<file path="src/rtl/keypad_bcd_encoder.sv">
// 4x4 matrix keypad scanner with press/release debounce and BCD encoding of digit keys.
// Holds the last accepted digit on A..D and emits one strobe per debounced press.
module keypad_bcd_encoder #(
  parameter int SCAN_DIV        = 1000,
  parameter int DEBOUNCE_CYCLES = 20000
) (
  input  logic       clk,
  input  logic       rst_n,
  input  logic [3:0] row,
  output logic [3:0] col,
  output logic       A,
  output logic       B,
  output logic       C,
  output logic       D,
  output logic       key_valid,
  output logic       key_nondigit
);

  localparam int DIV_W = $clog2(SCAN_DIV);
  localparam int CNT_W = $clog2(DEBOUNCE_CYCLES + 1);

  typedef enum logic [1:0] {
    ST_SCAN     = 2'd0,
    ST_DEBOUNCE = 2'd1,
    ST_HELD     = 2'd2
  } state_t;

  // {found, index} of the lowest-indexed low row
  function automatic logic [2:0] lowest_low(input logic [3:0] v);
    logic [2:0] res;
    if (!v[0]) begin
      res = {1'b1, 2'd0};
    end else if (!v[1]) begin
      res = {1'b1, 2'd1};
    end else if (!v[2]) begin
      res = {1'b1, 2'd2};
    end else if (!v[3]) begin
      res = {1'b1, 2'd3};
    end else begin
      res = {1'b0, 2'd0};
    end
    return res;
  endfunction

  // {is_digit, bcd} for a key position
  function automatic logic [4:0] key_code(input logic [1:0] r, input logic [1:0] c);
    logic [4:0] res;
    case ({r, c})
      4'b00_00: res = {1'b1, 4'd1};
      4'b00_01: res = {1'b1, 4'd2};
      4'b00_10: res = {1'b1, 4'd3};
      4'b01_00: res = {1'b1, 4'd4};
      4'b01_01: res = {1'b1, 4'd5};
      4'b01_10: res = {1'b1, 4'd6};
      4'b10_00: res = {1'b1, 4'd7};
      4'b10_01: res = {1'b1, 4'd8};
      4'b10_10: res = {1'b1, 4'd9};
      4'b11_01: res = {1'b1, 4'd0};
      default:  res = {1'b0, 4'd0};
    endcase
    return res;
  endfunction

  function automatic logic [3:0] col_drive(input logic [1:0] idx);
    logic [3:0] res;
    case (idx)
      2'd0:    res = 4'b1110;
      2'd1:    res = 4'b1101;
      2'd2:    res = 4'b1011;
      2'd3:    res = 4'b0111;
      default: res = 4'b1110;
    endcase
    return res;
  endfunction

  logic [3:0]       rs_meta_r, rs_r;
  state_t           state_r, state_s;
  logic [DIV_W-1:0] div_cnt_r, div_cnt_s;
  logic [CNT_W-1:0] cnt_r, cnt_s;
  logic [1:0]       col_idx_r, col_idx_s;
  logic [1:0]       key_row_r, key_row_s;
  logic [3:0]       col_r;
  logic [3:0]       abcd_r, abcd_s;
  logic             key_valid_r, key_valid_s;
  logic             key_nondigit_r, key_nondigit_s;
  logic [2:0]       win_s;
  logic [4:0]       key_s;

  assign win_s = lowest_low(rs_r);
  assign key_s = key_code(key_row_r, col_idx_r);

  // two-flop synchroniser for the asynchronous row inputs
  always_ff @(posedge clk or negedge rst_n) begin
    if (!rst_n) begin
      rs_meta_r <= 4'b1111;
      rs_r      <= 4'b1111;
    end else begin
      rs_meta_r <= row;
      rs_r      <= rs_meta_r;
    end
  end

  // scan / debounce / held next-state and strobe decisions
  always_comb begin
    state_s        = state_r;
    div_cnt_s      = div_cnt_r;
    cnt_s          = cnt_r;
    col_idx_s      = col_idx_r;
    key_row_s      = key_row_r;
    abcd_s         = abcd_r;
    key_valid_s    = 1'b0;
    key_nondigit_s = 1'b0;
    case (state_r)
      ST_SCAN: begin
        if (div_cnt_r == DIV_W'(SCAN_DIV - 1)) begin
          div_cnt_s = '0;
          if (rs_r != 4'hF) begin
            state_s   = ST_DEBOUNCE;
            key_row_s = win_s[1:0];
            cnt_s     = CNT_W'(1);
          end else begin
            col_idx_s = col_idx_r + 2'd1;
          end
        end else begin
          div_cnt_s = div_cnt_r + DIV_W'(1);
        end
      end
      ST_DEBOUNCE: begin
        if (win_s[2] && (win_s[1:0] == key_row_r)) begin
          if (cnt_r == CNT_W'(DEBOUNCE_CYCLES - 1)) begin
            state_s = ST_HELD;
            cnt_s   = '0;
            if (key_s[4]) begin
              abcd_s      = key_s[3:0];
              key_valid_s = 1'b1;
            end else begin
              key_nondigit_s = 1'b1;
            end
          end else begin
            cnt_s = cnt_r + CNT_W'(1);
          end
        end else begin
          // bounce or glitch: abandon this key and carry on scanning
          state_s   = ST_SCAN;
          cnt_s     = '0;
          div_cnt_s = '0;
          col_idx_s = col_idx_r + 2'd1;
        end
      end
      ST_HELD: begin
        if (rs_r[key_row_r]) begin
          if (cnt_r == CNT_W'(DEBOUNCE_CYCLES - 1)) begin
            state_s   = ST_SCAN;
            cnt_s     = '0;
            div_cnt_s = '0;
            col_idx_s = col_idx_r + 2'd1;
          end else begin
            cnt_s = cnt_r + CNT_W'(1);
          end
        end else begin
          cnt_s = '0;
        end
      end
      default: begin
        state_s   = ST_SCAN;
        cnt_s     = '0;
        div_cnt_s = '0;
      end
    endcase
  end

  // state, counters and registered outputs
  always_ff @(posedge clk or negedge rst_n) begin
    if (!rst_n) begin
      state_r        <= ST_SCAN;
      div_cnt_r      <= '0;
      cnt_r          <= '0;
      col_idx_r      <= 2'd0;
      key_row_r      <= 2'd0;
      col_r          <= 4'b1110;
      abcd_r         <= 4'b0000;
      key_valid_r    <= 1'b0;
      key_nondigit_r <= 1'b0;
    end else begin
      state_r        <= state_s;
      div_cnt_r      <= div_cnt_s;
      cnt_r          <= cnt_s;
      col_idx_r      <= col_idx_s;
      key_row_r      <= key_row_s;
      col_r          <= col_drive(col_idx_s);
      abcd_r         <= abcd_s;
      key_valid_r    <= key_valid_s;
      key_nondigit_r <= key_nondigit_s;
    end
  end

  assign col          = col_r;
  assign A            = abcd_r[3];
  assign B            = abcd_r[2];
  assign C            = abcd_r[1];
  assign D            = abcd_r[0];
  assign key_valid    = key_valid_r;
  assign key_nondigit = key_nondigit_r;

endmodule

</file>
<file path="config.mk">
export PLATFORM = sky130hd
export DESIGN_NAME = keypad_bcd_encoder
export DESIGN_NICKNAME = d
export VERILOG_FILES = /design/src/rtl/keypad_bcd_encoder.sv
export SDC_FILE = /design/constraint.sdc
export NUM_CORES = 1
export LEC_CHECK = 0
export CAP_MARGIN = 20
export CORE_UTILIZATION = 65
export CTS_BUF_LIST = sky130_fd_sc_hd__clkbuf_4
export DETAILED_ROUTE_END_ITERATION = 12
export PLACE_DENSITY = 0.86
export RECOVER_POWER = 25
export SYNTH_ARGS = -nofsm -noshare
export SYNTH_HDL_FRONTEND = slang
export SYNTH_SLANG_ARGS = --single-unit
</file>
<file path="constraint.sdc">
create_clock -name clk -period 3.7 [get_ports clk]
set_clock_uncertainty 0.15 [all_clocks]
set_input_delay 0.37 -clock clk [delete_from_list [all_inputs] [get_ports clk]]
set_output_delay 0.37 -clock clk [all_outputs]
set_load 0.01 [all_outputs]
</file>
==> summary.md <==
| Metric | Value |
|---|---|
| Number of global-route vias before repair | `between 1,500 and 2,000` |
| CTS H-tree depth | `2` |
| Reg2Reg Setup Slack | `1.20 ns` |
| Initial Utilization | `70.5%` |
| Layout cells sized above 1 | `12.0%` |
| Maxcap violations | `0` |
| Unrepaired setup endpoints after global routing | `false` |
| I/O pin count | `16` |
| Post-Syn Area per Cell | `~9.6 um2` |
| Vias/cell | `around 6.3` |
| Post-layout min period | `2.50 ns` |
| Gpl congestion | `0.924` |
| Antenna violations before repair | `0` |
| Setup Viol. Count Final | `0` |
| Nets | `303` |
| Clk Latency, worst-skew pair | `approximately 0.37 ns` |
| Ys Warns | `0` |
| Peak supply drop | `between 0.2 and 0.25 mV` |
| Number of inserted diodes | `0` |
| Power density over cell area | `302 nW/um2` |
| Post-Synthesis Cells | `278` |
| Synth Register Bits | `49` |
| CP endpoint kind | `register` |
| Slew headroom | `48.2%` |
| Vias after detailed routing | `around 2,200` |
| Total track usage | `between 20% and 30%` |
| Reg clk slew, reported paths | `0.15 ns` |
| Fmax | `0.400 GHz` |
| TritonCTS clock tree | `done` |
| WP data required | `approximately 3.8 ns` |
| Distinct cells, synth | `54` |
| Min-delay worst type | `register to register` |
| Largest net degree at the start of global routing | `50` |
| Routed WL | `approximately 5200 um` |
| Async SR Flop Fraction | `100%` |
| Setup WS pre-CTS | `1.24 ns` |
| First-pass GRT wire length | `8640 um` |
| Die W | `66.2 um` |
| Static leakage | `roughly 1.3 nW` |
| Outcome | `finished, final reports clean` |
| Port Buf Inserts | `15` |
| Post-route ant nets | `0` |
| Clk buf depth | `2` |
| CP Data Arrival Time | `2.64 ns` |
| CTS Buf Count | `5` |
| Critical Path Source Type | `register` |
| First DRT Iteration DRCs | `between 200 and 250` |
| First-pass DRT Iterations | `4` |
| WL/cell | `15.3 um` |
| Post-CTS Setup Bufs | `0` |
| Drt drc | `0` |
| CTS root buf | `clkbuf_4` |
| Post-CTS Hold Buffers | `0` |
| Post-synth EDFFs | `0` |
| Post_cts resized | `0` |
| Post-synth top flop | `dfrtp_1` |
| CP Max Fanout | `18` |
| Setup tns final | `0 ns` |
| Area growth, synth to finish | `9.68%` |
| Max Slew Vio Count | `0` |
| Fill cells | `268` |
| Register area | `between 1000 and 1500 um2` |
| Clk sinks | `49` |
| Core area | `3800 um2` |
| DP HPWL | `3640 um` |
| Syn nets | `290` |
| Mapped cell area | `roughly 2700 um2` |
| DIE HEIGHT | `about 66 um` |
| Multi-input logic area | `1330 um2` |
| WS Path Type | `register to register` |
| Overflow after GRT | `0` |
| Hold Fails Final Rpt | `0` |
| Least-Margin Pin Slew | `0.777 ns` |
| Crit path setup slack, layout | `1.20 ns` |
| # rows | `22` |
| Crit share post-route | `67.6%` |
| DIE AREA | `4380 um2` |
| Sequential cell area fraction in the yosys report | `approximately 46%` |
-- sequential cells by signal (all words and copies together), names as in the netlist --
signal and flops:
key_valid 1, abcd_r 4, cnt_r 15, col_idx_r 2
state_r 2, div_cnt_r 10, col 4, rs_meta_r 4
rs_r 4, key_row_r 2, key_nondigit 1
-- report_power, final --
group	internal (mW)	switching [mW]	total, mW	leakage (nW)
Combinational	0.00770	0.0125	0.0202	0.643
Clock	0.148	0.168	0.316	0.0433
Sequential	0.544	0.00539	0.549	0.632
-- through the flow --
stage          hold WS [ns]  cell area, um2  cells  utilization [%]  power, mW
2_1_floorplan       -0.0756            2680    278                -      0.561
3_3_place_gp          0.195            2830    330             74.4      0.577
3_5_place_dp          0.199            2830    330             74.4      0.578
4_1_cts              0.0499            2910    338             76.5      0.889
5_1_grt               0.222            2940    340             77.3      0.918
6_report              0.204            2940    340             77.3      0.886
-- cells by family after synthesis --
logic type | share of synthesized area [%]
xor gates and xnor gates | 0.982
and+or+nand+nor | 25.2
buffers and inverters | 3.83
AOI/OAI and AO/OA | 14.9
DFF | 46.3
muxes | 5.98
adders and majority gates | 2.80
-- placed cells by master (no fill, tap or decap), drive strengths merged, types with 6 or more instances in the layout --
cell type      Yosys  final
a21oi              8      8
a31oi             13     13
and3               7      7
clkbuf             6      7
clkdlybuf4s50      0     10
dfrtp             38     38
dfstp             11     11
ha                 6      6
inv                9      9
mux2               7      7
mux2i              7      7
nand2             40     40
nand3             18     18
nand4              6      6
nor2              22     22
o21ai             14     14
-- worst max-delay path, stage by stage (launching register included) --
cell and delay [ns]:
dfrtp_1 0.63, and4b_1 0.28, a211oi_2 0.11, o311ai_4 0.68, nand2_1 0.27, o41ai_2 0.32
-- routing by layer --
metal,wire [um],GRT usage [%],vias up
met5,0,0,-
met1,2380,34.8,1044
met2,2440,41.5,70
met4,59,8.78,0
met3,314,7.07,6
li1,-,-,1031
-- path summary, 6_finish.rpt --
kind / startpoint / end / cells past startpoint
worst min-delay path: rs_meta_r[3] / rs_r[3] / 0
max in group asynchronous: rst_n / rs_meta_r[3] / 3
min in group asynchronous: rst_n / key_valid / 2
worst max-delay path: key_row_r[1] / cnt_r[12] / 5
worst min register to register: rs_meta_r[3] / rs_r[3] / 0
worst max register to register: key_row_r[1] / cnt_r[12] / 5
-- synthesized netlist by cell type (4+ instances only) --
| library cell | n | area share [%] |
|---|---|---|
| a21oi_1 | 8 | 1.5 |
| a31oi_1 | 13 | 3.0 |
| and3_1 | 7 | 1.6 |
| and4_1 | 5 | 1.6 |
| buf_2 | 4 | 0.75 |
| clkbuf_1 | 6 | 0.84 |
| dfrtp_1 | 38 | 36 |
| dfstp_2 | 11 | 11 |
| ha_1 | 6 | 2.8 |
| inv_1 | 9 | 1.3 |
| mux2i_1 | 7 | 2.6 |
| nand2_1 | 40 | 5.6 |
| nand2b_1 | 5 | 1.2 |
| nand3_1 | 18 | 3.4 |
| nand4_1 | 6 | 1.4 |
| nor2_1 | 22 | 3.1 |
| o21ai_0 | 14 | 2.6 |
-- cell type report --
class / instances / area share, %
clock buffer: 6 / 1.53
clock inverter: 2 / 1.15
inverter: 9 / 1.15
multi-input combinational: 207 / 45.4
sequential: 49 / 42.2
tap: 48 / 2.05
timing repair buffer: 19 / 6.44
Note: power is estimated with default switching activity, not from simulation.
